$ cat src/rtl/zyy_ps2_key_rx.sv
// PS/2 keyboard receiver with frame checking, E0/F0 prefix decoding, an event FIFO
// with a show-ahead valid/ready pop port, and a held-key bitmap for the 8 game keys.
module zyy_ps2_key_rx #(
    parameter int unsigned FIFO_DEPTH  = 8,
    parameter int unsigned SYNC_STAGES = 2,
    parameter int unsigned TIMEOUT_CYC = 50000
) (
    input  logic                          clk,
    input  logic                          rst,
    input  logic                          key_clk,
    input  logic                          key_data,
    output logic                          ev_valid,
    input  logic                          ev_ready,
    output logic [7:0]                    ev_code,
    output logic                          ev_ext,
    output logic                          ev_break,
    output logic [$clog2(FIFO_DEPTH):0]   ev_count,
    output logic [7:0]                    key_state,
    output logic                          frame_err,
    output logic                          overflow
);

    localparam int unsigned AW = $clog2(FIFO_DEPTH);
    localparam int unsigned CW = AW + 1;
    localparam int unsigned TW = $clog2(TIMEOUT_CYC + 1);

    // Synchronisers and falling-edge detect
    logic [SYNC_STAGES-1:0] kc_sync;
    logic [SYNC_STAGES-1:0] kd_sync;
    logic                   kc_prev;
    logic                   kc_s;
    logic                   kd_s;
    logic                   fall;

    // Frame receiver state
    logic [3:0]    bit_cnt;
    logic [7:0]    shreg;
    logic          par_q;
    logic [TW-1:0] tmr;
    logic          ext_f;
    logic          brk_f;

    // FIFO state
    logic [9:0]    mem [FIFO_DEPTH];
    logic [AW-1:0] wptr;
    logic [AW-1:0] rptr;
    logic [CW-1:0] count;
    logic [9:0]    head;

    // Combinational decode
    logic       timeout;
    logic       byte_ok;
    logic       bad;
    logic       is_e0;
    logic       is_f0;
    logic       ev_new;
    logic       full;
    logic       push;
    logic       pop;
    logic       khit;
    logic [2:0] kidx;
    logic [7:0] ks_d;

    assign kc_s = kc_sync[SYNC_STAGES-1];
    assign kd_s = kd_sync[SYNC_STAGES-1];
    assign fall = kc_prev & ~kc_s;

    // Bring the PS/2 lines into the clk domain; both lines see the same depth
    always_ff @(posedge clk or negedge rst) begin
        if (!rst) begin
            kc_sync <= '1;
            kd_sync <= '1;
            kc_prev <= 1'b1;
        end else begin
            kc_sync <= {kc_sync[SYNC_STAGES-2:0], key_clk};
            kd_sync <= {kd_sync[SYNC_STAGES-2:0], key_data};
            kc_prev <= kc_s;
        end
    end

    // Frame checks, prefix recognition, FIFO handshake and game-key mapping
    always_comb begin
        timeout = !fall && (bit_cnt != 4'd0) && (tmr == TW'(TIMEOUT_CYC - 1));
        // data^parity must hold an odd number of ones
        byte_ok = fall && (bit_cnt == 4'd10) && kd_s && (^{shreg, par_q});
        bad     = (fall && (bit_cnt == 4'd0) && kd_s)
                || (fall && (bit_cnt == 4'd10) && !byte_ok)
                || timeout;
        is_e0   = (shreg == 8'hE0);
        is_f0   = (shreg == 8'hF0);
        ev_new  = byte_ok && !is_e0 && !is_f0;
        full    = (count == CW'(FIFO_DEPTH));
        pop     = ev_valid && ev_ready;
        push    = ev_new && (!full || pop);

        khit = 1'b0;
        kidx = 3'd0;
        if (ext_f) begin
            unique case (shreg)
                8'h75:   begin khit = 1'b1; kidx = 3'd0; end
                8'h72:   begin khit = 1'b1; kidx = 3'd1; end
                8'h6B:   begin khit = 1'b1; kidx = 3'd2; end
                8'h74:   begin khit = 1'b1; kidx = 3'd3; end
                default: ;
            endcase
        end else begin
            unique case (shreg)
                8'h1D:   begin khit = 1'b1; kidx = 3'd4; end
                8'h1B:   begin khit = 1'b1; kidx = 3'd5; end
                8'h1C:   begin khit = 1'b1; kidx = 3'd6; end
                8'h23:   begin khit = 1'b1; kidx = 3'd7; end
                default: ;
            endcase
        end

        ks_d = key_state;
        if (ev_new && khit) begin
            ks_d[kidx] = !brk_f;
        end
    end

    // Bit counter, shift register, inter-bit timer, prefix flags and status pulses
    always_ff @(posedge clk or negedge rst) begin
        if (!rst) begin
            bit_cnt   <= 4'd0;
            shreg     <= 8'h00;
            par_q     <= 1'b0;
            tmr       <= '0;
            ext_f     <= 1'b0;
            brk_f     <= 1'b0;
            frame_err <= 1'b0;
            overflow  <= 1'b0;
            key_state <= 8'h00;
        end else begin
            if (fall) begin
                tmr <= '0;
                case (bit_cnt)
                    4'd0: begin
                        // a high start bit is rejected and leaves the counter at 0
                        if (!kd_s) begin
                            bit_cnt <= 4'd1;
                        end
                    end
                    4'd1, 4'd2, 4'd3, 4'd4, 4'd5, 4'd6, 4'd7, 4'd8: begin
                        shreg   <= {kd_s, shreg[7:1]};
                        bit_cnt <= bit_cnt + 4'd1;
                    end
                    4'd9: begin
                        par_q   <= kd_s;
                        bit_cnt <= 4'd10;
                    end
                    default: bit_cnt <= 4'd0;
                endcase
            end else if (bit_cnt != 4'd0) begin
                if (timeout) begin
                    bit_cnt <= 4'd0;
                    tmr     <= '0;
                end else begin
                    tmr <= tmr + TW'(1);
                end
            end else begin
                tmr <= '0;
            end

            if (bad) begin
                ext_f <= 1'b0;
                brk_f <= 1'b0;
            end else if (byte_ok) begin
                if (is_e0) begin
                    ext_f <= 1'b1;
                end else if (is_f0) begin
                    brk_f <= 1'b1;
                end else begin
                    ext_f <= 1'b0;
                    brk_f <= 1'b0;
                end
            end

            frame_err <= bad;
            overflow  <= ev_new && full && !pop;
            key_state <= ks_d;
        end
    end

    // Event storage; contents need no reset since outputs are gated by ev_valid
    always_ff @(posedge clk) begin
        if (push) begin
            mem[wptr] <= {brk_f, ext_f, shreg};
        end
    end

    // FIFO pointers and occupancy
    always_ff @(posedge clk or negedge rst) begin
        if (!rst) begin
            wptr  <= '0;
            rptr  <= '0;
            count <= '0;
        end else begin
            if (push) begin
                wptr <= wptr + AW'(1);
            end
            if (pop) begin
                rptr <= rptr + AW'(1);
            end
            case ({push, pop})
                2'b10:   count <= count + CW'(1);
                2'b01:   count <= count - CW'(1);
                default: ;
            endcase
        end
    end

    // Show-ahead head of queue
    always_comb begin
        ev_valid = (count != '0);
        ev_count = count;
        head     = mem[rptr];
        ev_code  = ev_valid ? head[7:0] : 8'h00;
        ev_ext   = ev_valid ? head[8]   : 1'b0;
        ev_break = ev_valid ? head[9]   : 1'b0;
    end

endmodule
$ cat config.mk
export PLATFORM = sky130hd
export DESIGN_NAME = zyy_ps2_key_rx
export DESIGN_NICKNAME = d
export VERILOG_FILES = /design/src/rtl/zyy_ps2_key_rx.sv
export SDC_FILE = /design/constraint.sdc
export NUM_CORES = 1
export LEC_CHECK = 0
export CORE_UTILIZATION = 55
export CTS_CLUSTER_SIZE = 30
export DETAILED_ROUTE_END_ITERATION = 16
export PLACE_DENSITY_LB_ADDON = 0.1
export SETUP_SLACK_MARGIN = 0.05
export SLEW_MARGIN = 30
export SYNTH_ARGS = -nofsm -noshare
export SYNTH_HDL_FRONTEND = slang
export SYNTH_SLANG_ARGS = --single-unit
$ cat constraint.sdc
create_clock -name clk -period 4.6 [get_ports clk]
set_input_delay 0.92 -clock clk [delete_from_list [all_inputs] [get_ports clk]]
set_output_delay 0.92 -clock clk [all_outputs]
set_load 0.01 [all_outputs]
# Word level (Yosys, flattened, before mapping)
# Memories as Yosys holds them, arrays and structs flattened.
# Index checks and enable logic that the tools add are counted.
[op_classes]
addsub = 6
magnitude_cmp = 2
n_eq_ne = 27
n_mux = 31
n_bitwise = 2
reduce_logical = 42
[ops]
columns = ["cell", "count"]
rows = [
  ["$mux 16", 3],
  ["$eq 8x7->1 const B", 4],
  ["$eq 8x5->1 const B", 3],
  ["$add 16x1->16 const B", 1],
  ["$eq 16x16->1 const B", 1],
  ["$eq 4x3->1 const B", 4],
  ["$eq 4x4->1 const B", 4],
  ["$eq 8x8->1 const B", 2],
  ["$logic_and 1x1->1", 16],
  ["$mux 1", 16],
  ["$mux 4", 4],
  ["$pmux 3 s4", 1],
  ["$pmux 4 s3", 1],
  ["$reduce_xor 9->1", 1],
  ["$add 4x1->4 const B", 2],
  ["$bwmux 8", 1],
  ["$eq 4x2->1 const B", 2],
  ["$eq 8x6->1 const B", 1],
  ["$mux 8", 1],
  ["$pmux 4 s2", 1],
  ["$reduce_and 2->1", 4],
  ["$reduce_bool 2->1", 4],
  ["$reduce_bool 4->1", 2],
  ["$reduce_or 4->1", 2],
  ["other kinds (19)", 29],
]
[totals]
ff_bits = 56
ramBits = 80
input_bits = 5
output_inout_bits = 25
word_cells = 126
n_memories = 1
[memory_table]
columns = ["name", "depth", "word_bits", "read_ports", "rd_ports_with_merged_regs", "write_ports", "line_no", "source"]
rows = [
  ["mem", 8, 10, 1, 0, 1, "44", "logic [9:0] mem [FIFO_DEPTH];"],
]

# Depth between registers and ports, before layout
[logic_depth]
ltp_word = 11
mapped_depth = 11
mapped_depth_nobuf = 11

# Worst setup path after synthesis
# OpenSTA, ideal clock, no wires.
[synth_path]
path_type = "register -> register"
from = "register shreg[1]"
to = "memory mem[2][0] (enable)"
setup_time_ns = 0.407
arrival_ns = 3.009
t_required_ns = 4.193
slack_ns = 1.184
stages_incl_launch_ff = 7
path_buffers = 1
synth_period_minus_slack_ns = 3.416
path_cell_list = "dfrtp_1 -> xnor2_1 -> xnor3_1 -> xnor2_1 -> or3b_1 -> buf_6 -> nor4b_1"
[synth_via]
elab_chain_len = 7
word_cells_on_any_way = 11
cone_classes = "eq/ne: 2; mux: 2; reduce/logical: 7"
[synth_rtl]
columns = ["item", "line_no", "source"]
rows = [
  ["start, declared", "37", "logic [7:0] shreg;"],
  ["start signal, assigned", "145", "shreg <= {kd_s, shreg[7:1]};"],
  ["$eq 8x8->1 / $reduce_xor 9->1 (equally long branches)", "89, 85", ""],
  ["$logic_not 1->1 / $logic_and 1x1->1 (equally long branches)", "91, 85", ""],
  ["$logic_and 1x1->1", "91", "ev_new = byte_ok && !is_e0 && !is_f0;"],
  ["$logic_and 1x1->1 (*)", "91", ""],
  ["$logic_and 1x1->1 (*)", "94", "push = ev_new && (!full || pop);"],
  ["$mux 1 (*)", "187", "if (push) begin"],
  ["$mux 1 (not written as such) (*)", "188", "mem[wptr] <= {brk_f, ext_f, shreg};"],
  ["end, declared", "44", ""],
]
# Every way passes the cells marked *; elsewhere a longest branch is shown, timed or not.

# Final worst setup path
[layout_path]
from = "register rptr[0]"
to = "output ev_code[0]"
[layout_via]
elab_chain_len = 2
[layout_rtl]
columns = ["item", "line_no", "source"]
rows = [
  ["start, declared", "46", "logic [AW-1:0] rptr;"],
  ["start signal, assigned", "203", "rptr <= rptr + AW'(1);"],
  ["$mem_v2 8x10", "--", ""],
  ["$mux 8", "218", "ev_code = ev_valid ? head[7:0] : 8'h00;"],
  ["end, declared", "14", "output logic [7:0] ev_code,"],
]
# No other way between the ends.

==> results.txt <==
----------------------------------------------------
[Worst setup path]
  Critical path's top delay family ... flip-flops
  Origin of the critical flop-to-flop path ... shreg[1]
  Start-to-end type of the worst setup path ... reg -> out
  Critical-path top delay cell ... dfrtp_1
  Reg-to-reg setup timing slack ... roughly 1.5 ns
  Crit path buffers/inverters ... 2
  Largest stage delay on the critical path ... ~0.9 ns
  Worst setup EP type ... output pin
  Worst-path maximum fanout ... 15
  Kind of start point of the critical path ... flip-flop
  Worst-path cell chain ... buf_4, mux4_2, mux2i_1, nor2_1, clkdlybuf4s50_1
  Data arrival time at the worst-slack endpoint ... approximately 2.9 ns
  Critical path required time ... 3.68 ns
  Setup crit start ... rptr[0]

[STA]
  Transition time at the pin with the least slew margin ... 0.932 ns
  Worst slew slack as a fraction of its limit ... 37.9%
  Number of max-slew violations in the final report ... 0
  Maximum clock rate ... ~260 MHz
  Final Hold Violating Endpoints ... 0
  Fin crit period ... approximately 3.8 ns
  Final setup skew ... about 0.012 ns
  Final cycle utilization of the critical path ... 83.2%
  Number of endpoints failing setup at the final stage ... 0
  Unrepaired setup endpoints after global routing ... no
  Sum of negative setup slack ... 0 ns

[Routing]
  Metal2 WL ... around 5700 µm
  Top metal layer carrying routed signals ... met4
  Total wirelength of the detailed-routed design ... approximately 11,000 µm
  Number of iterations in the first detailed-routing pass ... 8
  First DRT Iteration DRCs ... approximately 230
  Via-per-instance ratio ... 5.83
  Drt drc ... 0
  Met3 Wirelength ... about 400 µm
  Average wire length per cell after detail routing ... roughly 19 µm
  Total via count after detailed routing ... 3,506
  Total routed wire length on the met1 layer ... 5050 µm
  Post-detailed-route count of antenna-violating nets ... 0

[Clocking]
  Quantity of gates resized following cts ... 0
  CTS hold repair buffers ... 0
  Buffers inserted by post-CTS timing repair ... 0
  CTS Buf Count ... 17
  Clock latency on the worst-skew pair ... 0.52 ns
  Clk sinks ... around 140
  Clock root buffer ... clkbuf_8
  CTS tree ... yes
  Worst-case clock buffer depth ... 2
  Clk slew on worst S/H paths ... approximately 0.060 ns
  CTS H-tree lvls ... 4

[Synth]
  Share of synthesized cell area in and, or, nand and nor gates ... roughly 11%
  Largest cells by area after synthesis ... edfxtp_1 41%, dfrtp_1 22%, mux4_2 7.6%, xnor2_1 2.8%, nor2_1 2.6%
  Post-synthesis adder-cell area fraction ... 1.69%
  Number of synthesis warnings ... 0
  Dominant cell type by area after synthesis ... edfxtp_1
  Number of flops mapped to enable cells by yosys ... 80
  Xor and xnor fraction of the mapped netlist area ... ~4.4%
  Yosys top cell area share ... between 40% and 50%
  Multiplexer share of the synthesized area ... 11.5%
  Post-synthesis cell area ... 5910 µm²
  Dominant combinational cell family by area after synthesis ... multiplexers
  Post-synthesis instance total ... ~410
  Syn nets ... 421
  Sequential fraction of the synthesis area ... 64.5%
  Mean area per synthesized cell ... about 14 µm²
  Distinct cell type count after synthesis ... 49
  Synthesis-stage register bit count ... approximately 140
  Area fraction in compound gates after synthesis ... roughly 4.5%
  Fraction of synthesis flops using an asynchronous set or reset pin ... ~41%
  Main flop type after synthesis ... edfxtp_1

[Placed design]
  Global placement routability congestion ... 0.784
  Count of buffers inserted at the top-level ports ... 29
  Estimated wirelength of the detail-placed design ... 7270 µm

[Final layout]
  Proportion of layout cells with a drive suffix above 1 ... 18.5%
  Antenna Diode Count ... 0
  Number of nets in the layout ... around 470
  Number of inserted filler cells in the final layout ... about 740
  Area growth from synthesis to final layout ... 18.1%

[Floorplanning]
  Cell Rows ... 37
  Overall die area ... around 11,000 µm²
  Core ar. ... 10,400 µm²
  Floorplan die height ... between 100 and 150 µm
  Horizontal die dimension ... between 100 and 150 µm
  Starting Density ... between 50% and 60%
  Count of pins on the block boundary ... 30

[Power and ir drop]
  Power Density ... 587 nW/µm²
  Total Power ... ~4.1 mW
  Cell leakage power ... about 2.6 nW
  Maximum VDD drop ... slightly above 300 µV

[Worst hold path]
  Min-delay worst type ... reg -> reg
  Source of the worst hold timing path ... kc_sync[0]

[Status]
  Run status ... completed

[GRT]
  Largest net degree at the start of global routing ... 57
  Global-route usage over all layers ... roughly 23%
  First-pass GRT wire length ... between 15,000 and 20,000 µm
  Total gr overflow ... 0
  Initial antenna violation count ... 0
  Via count of the first global-routing pass ... roughly 3,600

[Job]
  Max cap viols ... 0

----------------------------------------------------
## layer usage
| metal | vias up | track usage, % |
|---|---|---|
| li1 | 1625 | - |
| met1 | 1776 | 29.7 |
| met2 | 87 | 37.0 |
| met3 | 18 | 5.26 |
| met4 | 0 | 9.82 |
| met5 | - | 0 |
## worst reg2reg max path, delay by kind of cell, from the launching register on
family,cells,cell delay (ns)
XOR/XNOR,3,0.98
buffers and inverters,1,0.27
flip-flops,1,0.55
AND/OR/NAND/NOR,2,1.04
## cell usage in the layout, fill, tap and decap left out, types with 12 or more instances in the layout
master / Yosys / layout
xnor2_1: 19 / 19
clkdlybuf4s50_1: 0 / 28
dfrtp_1: 51 / 51
clkbuf_16: 0 / 16
nand2_1: 19 / 19
mux4_2: 20 / 20
mux2i_1: 12 / 12
buf_4: 1 / 12
nor2_1: 41 / 41
nand3_1: 15 / 15
edfxtp_1: 80 / 80
inv_1: 13 / 13
## cells in the mapped netlist (all sizes together), types with 3 or more instances
cell type / instances
edfxtp: 80
dfrtp: 51
nor2: 41
mux4: 20
nand2: 19
xnor2: 19
nand3: 15
inv: 13
mux2i: 12
o21ai: 11
and3: 9
buf: 9
mux2: 9
a21oi: 8
ha: 8
nor3: 8
xor2: 8
clkbuf: 7
o31ai: 7
dfstp: 5
nand2b: 4
nand3b: 4
nor4: 4
nor4b: 4
o41ai: 4
nand4: 3
nor3b: 3
## final cells by class
class / count / area, µm² / share of cell area (%)
clock inverter: 13 / 155 / 2.23
sequential: 136 / 3810 / 54.6
tap: 136 / 170 / 2.44
clock buffer: 19 / 422 / 6.05
multi-input combinational: 243 / 1990 / 28.6
timing repair buffer: 41 / 375 / 5.38
inverter: 13 / 48.8 / 0.700
## kinds of logic after synthesis
| logic type | count (synthesis) |
|---|---|
| AOI/OAI and AO/OA | 40 |
| xor gates and xnor gates | 28 |
| adders and majority gates | 8 |
| buffers and inverters | 29 |
| DFF | 136 |
| muxes | 41 |
| and+or+nand+nor | 126 |
## path summary, 6_finish.rpt
| check | end | cells past startpoint |
|---|---|---|
| max reg2reg | mem[3][3] | 6 |
| min reg2reg | kc_sync[1] | 0 |
| min in group asynchronous | key_state[3] | 2 |
| max | ev_code[0] | 5 |
| max in group asynchronous | shreg[0] | 2 |
| min | kc_sync[1] | 0 |
## stage by stage
stage	hold slack [ns]	instances	util (%)	cell area (µm²)	setup WS, ns
floorplan	0.345	408	-	5910	1.18
global placement	0.346	569	61.7	6390	1.27
detailed placement	0.349	569	61.7	6390	1.28
CTS	0.357	601	67.2	6970	0.692
global route	0.358	601	67.2	6970	0.544
finish	0.357	601	67.2	6970	0.774
## registers in the layout, indices dropped and copies added, names as in the netlist
signal and cells:
brk_f 1, kd_sync 2, rptr 3, par_q 1, overflow 1, key_state 8
wptr 3, kc_prev 1, frame_err 1, bit_cnt 4, ev_count 4, ext_f 1
tmr 16, shreg 8, mem 80, kc_sync 2
## where the power goes
part           switching, mW  leakage, nW  internal, mW  total, mW
clock                  0.492        0.279         0.821       1.31
sequential             0.305         1.45          1.45       1.76
combinational          0.428        0.887         0.595       1.02
total                   1.23         2.61          2.87       4.09
Power figures use the tool's default switching activity.
